`src/rtl/mmio_io_ctrl.sv`:
```
// Memory-mapped switch/LED block: synchronised and debounced switch inputs,
// an LED output register, sticky change flags with write-1-to-clear, and a
// per-bit interrupt enable feeding a registered irq.
module mmio_io_ctrl #(
  parameter int unsigned SW_WIDTH        = 16,
  parameter int unsigned LED_WIDTH       = 16,
  parameter logic [31:0] BASE_ADDR       = 32'd4096,
  parameter int unsigned SYNC_STAGES     = 2,
  parameter int unsigned DEBOUNCE_CYCLES = 4
) (
  input  logic                 clock,
  input  logic                 reset,
  input  logic [SW_WIDTH-1:0]  sw_in,
  input  logic [31:0]          addr,
  input  logic [31:0]          wdata,
  input  logic                 wren,
  output logic                 hit,
  output logic [31:0]          rdata,
  output logic [LED_WIDTH-1:0] led_out,
  output logic                 irq
);

  localparam int CNT_W = (DEBOUNCE_CYCLES > 1) ? $clog2(DEBOUNCE_CYCLES) : 1;
  localparam logic [CNT_W-1:0] CNT_LAST = CNT_W'(DEBOUNCE_CYCLES - 1);

  logic [SYNC_STAGES-1:0][SW_WIDTH-1:0] sync_q, sync_d;
  logic [SW_WIDTH-1:0]  cand_q, cand_d;
  logic [SW_WIDTH-1:0]  stab_q, stab_d;
  logic [CNT_W-1:0]     cnt_q, cnt_d;
  logic [LED_WIDTH-1:0] led_q, led_d;
  logic [SW_WIDTH-1:0]  chg_q, chg_d;
  logic [SW_WIDTH-1:0]  ien_q, ien_d;
  logic                 irq_q, irq_d;

  logic [SW_WIDTH-1:0] sync_out;
  logic [31:0]         offset;
  logic [1:0]          sel;
  logic                wr_en;
  logic                unused_wdata;

  // The offset subtraction wraps for addresses below the base, so a single
  // unsigned compare covers both ends of the window.
  assign offset       = addr - BASE_ADDR;
  assign hit          = (offset < 32'd4);
  assign sel          = offset[1:0];
  assign wr_en        = wren & hit;
  assign sync_out     = sync_q[SYNC_STAGES-1];
  assign led_out      = led_q;
  assign irq          = irq_q;
  assign unused_wdata = ^wdata;

  // Switch synchroniser chain: raw levels enter stage 0 and shift along.
  always_comb begin
    sync_d    = sync_q;
    sync_d[0] = sw_in;
    for (int i = 1; i < int'(SYNC_STAGES); i++) begin
      sync_d[i] = sync_q[i-1];
    end
  end

  // Debounce: any new sample restarts the count; the stable value is taken
  // once the candidate has held long enough. The counter saturates.
  always_comb begin
    cand_d = cand_q;
    stab_d = stab_q;
    cnt_d  = cnt_q;
    if (sync_out != cand_q) begin
      cand_d = sync_out;
      cnt_d  = '0;
      if (DEBOUNCE_CYCLES == 1) stab_d = sync_out;
    end else if (cand_q != stab_q) begin
      if (cnt_q != CNT_LAST) cnt_d = cnt_q + 1'b1;
      if (cnt_d == CNT_LAST) stab_d = cand_q;
    end
  end

  // Register writes; a change-flag set wins over a coincident clear.
  always_comb begin
    led_d = led_q;
    ien_d = ien_q;
    chg_d = chg_q;
    if (wr_en && sel == 2'd1) led_d = wdata[LED_WIDTH-1:0];
    if (wr_en && sel == 2'd3) ien_d = wdata[SW_WIDTH-1:0];
    if (wr_en && sel == 2'd2) chg_d = chg_q & ~wdata[SW_WIDTH-1:0];
    chg_d = chg_d | (stab_q ^ stab_d);
    irq_d = |(chg_q & ien_q);
  end

  // Read mux, zero-extended, zero when the address misses the window.
  always_comb begin
    rdata = '0;
    if (hit) begin
      case (sel)
        2'd0:    rdata[SW_WIDTH-1:0]  = stab_q;
        2'd1:    rdata[LED_WIDTH-1:0] = led_q;
        2'd2:    rdata[SW_WIDTH-1:0]  = chg_q;
        default: rdata[SW_WIDTH-1:0]  = ien_q;
      endcase
    end
  end

  // State registers, all cleared asynchronously by reset low.
  always_ff @(posedge clock or negedge reset) begin
    if (!reset) begin
      sync_q <= '0;
      cand_q <= '0;
      stab_q <= '0;
      cnt_q  <= '0;
      led_q  <= '0;
      chg_q  <= '0;
      ien_q  <= '0;
      irq_q  <= 1'b0;
    end else begin
      sync_q <= sync_d;
      cand_q <= cand_d;
      stab_q <= stab_d;
      cnt_q  <= cnt_d;
      led_q  <= led_d;
      chg_q  <= chg_d;
      ien_q  <= ien_d;
      irq_q  <= irq_d;
    end
  end

endmodule
```
`config.mk`:
```
export PLATFORM = sky130hd
export DESIGN_NAME = mmio_io_ctrl
export DESIGN_NICKNAME = d
export VERILOG_FILES = /design/src/rtl/mmio_io_ctrl.sv
export SDC_FILE = /design/constraint.sdc
export NUM_CORES = 1
export LEC_CHECK = 0
export BUFFER_PORTS_ARGS = -buffer_cell sky130_fd_sc_hd__buf_2
export CAP_MARGIN = 20
export CORE_MARGIN = 10
export CORE_UTILIZATION = 35
export DETAILED_ROUTE_END_ITERATION = 8
export GPL_ROUTABILITY_DRIVEN = 0
export GPL_TIMING_DRIVEN = 0
export PLACE_DENSITY = 0.7
export SETUP_SLACK_MARGIN = 0.5
export SLEW_MARGIN = 20
export SYNTH_ARGS = -nofsm -noshare
export SYNTH_HDL_FRONTEND = slang
export SYNTH_SLANG_ARGS = --single-unit
```
`constraint.sdc`:
```
create_clock -name clock -period 2.35 [get_ports clock]
set_input_delay 0.47 -clock clock [delete_from_list [all_inputs] [get_ports clock]]
set_output_delay 0.47 -clock clock [all_outputs]
set_load 0.01 [all_outputs]
```
==> flow_summary_export.csv <==
group,metric,value,unit
final_layout,regArea,2880,um2
route,drc_errors,0,
timing,relSlewSlack,63.1,%
timing,rsz0062_at_grt,"yes",
route,dr_total_vias,3519,
die,io-pin-count,133,
power_and_ir_drop,pwr_density_cell,642,nW/um2
die,die_x,140,um
cts,tritoncts,"yes",
cts,cts_sinks,115,
power_and_ir_drop,p_leak,0.00365,uW
timing,maxSlewViolCount,0,
global_routing,grt_pass1_vias,3896,
worst_setup_path,critPathKind,"input port to output pin",
logic_synthesis,synth_top_area_cell,"dfrtp_1",
worst_setup_path,crit_family,"simple AND/OR/NAND/NOR gates",
logic_synthesis,synth_common_cells,"dfrtp_1 (115), xor2_1 (33), mux2_2 (28)",
worst_setup_path,crit_chain,"buf_2 -> nor4b_4 -> nand3_2 -> nor4_4 -> buf_6 -> buf_6 -> and2_4 -> buf_6",
worst_setup_path,crit-reg2reg-launch,"cand_q[11]$_DFFE_PN0P_",
worst_setup_path,cpMostUsedCell,"buf_6",
cts,clkTransAtPathRegs,0.06,ns
final_layout,diodes,0,
global_routing,grt_antenna_before_repair,1,
placement,hpwl,9430,um
route,initialDrtViolationCount,317,
global_routing,grt_pass1_wl,22200,um
cts,cts_buffers,17,
worst_setup_path,worstPathRequired,1.88,ns
worst_setup_path,critPathMaxStageDelay,0.30,ns
timing,hold_viol,0,
flow_run,maxCapViolCount,0,
worst_hold_path,hold_start,"sw_in[3]",
logic_synthesis,netlist_instances,349,
timing,worst_slew_pin_slew,0.550,ns
power_and_ir_drop,ir_drop,491,uV
worst_setup_path,path_max_fanout,5,
worst_setup_path,arrival,1.87,ns
die,dieArea,19600,um2
global_routing,grt_start_max_net_pins,68,
die,rows,43,
final_layout,multiInputGateArea,2380,um2
worst_setup_path,crit_path_top_delay_cell,"nor4_4",
placement,portBuffers,98,
logic_synthesis,netlist_area,5050,um2
worst_setup_path,cp-end-kind,"output pin",
logic_synthesis,synth.distinct_cells,33,
logic_synthesis,synth_most_common_cell,"dfrtp_1",
logic_synthesis,synthDominantCellAreaShare,57.0,%
route,drtPass1Iterations,4,
cts,cts_max_level,4,
cts,cts_buffer_depth,2,
timing,min_period,2.34,ns
route,wl_per_cell,20.3,um
logic_synthesis,synthFlopType,"dfrtp_1",
final_layout,finalInstanceArea,7440,um2
placement,placed_area,5960,um2
logic_synthesis,synth-seq-cells,115,
timing,clock_skew,0.00891,ns
worst_setup_path,start_kind,"input port",
cts,clock_latency,0.41,ns
logic_synthesis,synth_edf_count,0,
die,start_util,36.1,%
run_status,outcome,"finished, final reports clean",
die,die_h,140,um
final_layout,n_fill_cell,1139,
worst_setup_path,cp-startpoint,"addr[11]",
logic_synthesis,synth.top_cells.by_area,"dfrtp_1 (57%), mux4_2 (7.1%), mux2_2 (6.2%), mux2_4 (6.0%), xor2_1 (5.7%)",
route,routed_via_density,4.99,
global_routing,grt_util_all_layers,14.5,%
final_layout,drive_above_1_share,57.1,%
logic_synthesis,postSynthAreaPerCell,14.5,um2
timing,finalSetupTns,0,ns
route,routed_wirelength,14300,um
final_layout,area_growth_syn_to_layout,47.5,%
die,fp.coreArea,14000,um2
logic_synthesis,yosysSeqAreaShare,57.0,%
logic_synthesis,ys_warn_count,0,
timing,fin_crit_sh,99.7,%
logic_synthesis,synthArstFlopShare,100,%
timing,fmax,427,MHz
timing,setup_viol,0,
worst_setup_path,worst-path-buf-inv,4,
global_routing,grt-ovfl-total,0,
route,ant_nets,0,
final_layout,num-nets-final,595,
worst_hold_path,hold_class,"input port to register",
cts,cts.root.buffer_cell,"clkbuf_16",
-- state kept, by name (all words and copies together) (netlist names) --
register / flops
ien_q: 16
sync_out: 16
led_out: 16
stab_q: 16
cand_q: 16
sync_d: 16
irq: 1
cnt_q: 2
chg_q: 16
-- cells by family (layout without fill, tap and decap cells) --
kind of cell	after synthesis	after routing	share of synthesized area (%)
XOR/XNOR	33	33	5.73
flip-flops	115	115	57.0
AO/OA/AOI/OAI	26	26	4.36
AND/OR/NAND/NOR	67	67	8.70
buffers and inverters	43	204	4.76
multiplexers	64	64	19.3
other	1	16	0.0743
-- metal layers --
| metal | global-route usage (%) | share of wire (%) | vias up | wire (um) |
|---|---|---|---|---|
| li1 | - | - | 1550 | - |
| met1 | 16.9 | 40 | 1807 | 5740 |
| met2 | 23.5 | 50 | 137 | 7210 |
| met3 | 5.58 | 7.5 | 23 | 1080 |
| met4 | 5.60 | 1.9 | 2 | 278 |
| met5 | 0 | 0.098 | - | 14 |
-- path summary, 6_finish.rpt --
kind / end / slack [ns] / depth (start not counted)
max: rdata[0] / 0.007 / 8
min: sync_d[19]$_DFF_PN0_ / 0.16 / 1
max reg2reg: stab_q[0]$_DFF_PN0_ / 0.25 / 6
min reg2reg: sync_out[0]$_DFF_PN0_ / 0.35 / 0
max in group asynchronous: ien_q[10]$_DFFE_PN0P_ / 1.12 / 3
min in group asynchronous: sync_d[18]$_DFF_PN0_ / 0.55 / 2
-- per-stage QoR --
stage | hold slack (ns) | total power, uW | worst slack (ns) | util [%] | instances
3_3_place_gp | 0.334 | 2320 | -0.473 | 42.4 | 642
6_report | 0.159 | 4780 | 0.00719 | 53.2 | 705
4_1_cts | 0.148 | 4770 | -0.0433 | 51.6 | 697
3_5_place_dp | 0.335 | 2340 | -0.487 | 42.6 | 643
5_1_grt | 0.147 | 4940 | -0.0750 | 53.2 | 705
2_1_floorplan | 0.174 | 2190 | 0.0692 | - | 364
-- what timing repair did --
item | in CTS | in global routing
pin swaps | 31 | 15
hold endpoints to repair | 5 | 0
setup buffers | 17 | 8
hold buffers | 1 | 0
gates resized for setup | 105 | 29
cloned | 4 | 0
endpoints found under the setup margin | 82 | 83
-- cells in the final DEF (no fill, tap or decap), types with 2 or more instances in the layout --
| master | Yosys | layout |
|---|---|---|
| nand4_1 | 4 | 4 |
| inv_6 | 0 | 2 |
| dfrtp_2 | 0 | 4 |
| nor4_4 | 1 | 9 |
| buf_12 | 0 | 6 |
| nand2_1 | 16 | 16 |
| buf_4 | 16 | 24 |
| buf_16 | 0 | 3 |
| mux4_2 | 16 | 16 |
| buf_8 | 0 | 4 |
| dfrtp_1 | 115 | 111 |
| xor2_2 | 0 | 4 |
| nor2_1 | 2 | 2 |
| clkinv_4 | 0 | 5 |
| xor2_1 | 33 | 28 |
| clkbuf_16 | 0 | 18 |
| mux2_4 | 20 | 48 |
| clkinv_2 | 0 | 3 |
| clkbuf_1 | 21 | 16 |
| a221oi_1 | 4 | 4 |
| and2_4 | 0 | 15 |
| a22o_1 | 20 | 20 |
| clkinvlp_4 | 0 | 4 |
| conb_1 | 1 | 16 |
| buf_6 | 2 | 41 |
| buf_2 | 3 | 73 |
| nor4_2 | 1 | 7 |
-- power breakdown --
group | total [uW] | switching (uW) | internal, uW
clock network | 2420 | 968 | 1460
logic | 291 | 161 | 130
registers | 2060 | 35.9 | 2020
-- cell type report --
type	instances	share of cell area, %
clock buffers	17	5.72
clock inverters	15	1.83
well taps	180	3.03
plain buffers	43	4.39
flip-flops and latches	115	38.7
multi-input cells	206	32.0
repair buffers	129	14.3
No activity file was read; power rests on OpenSTA's default activity.
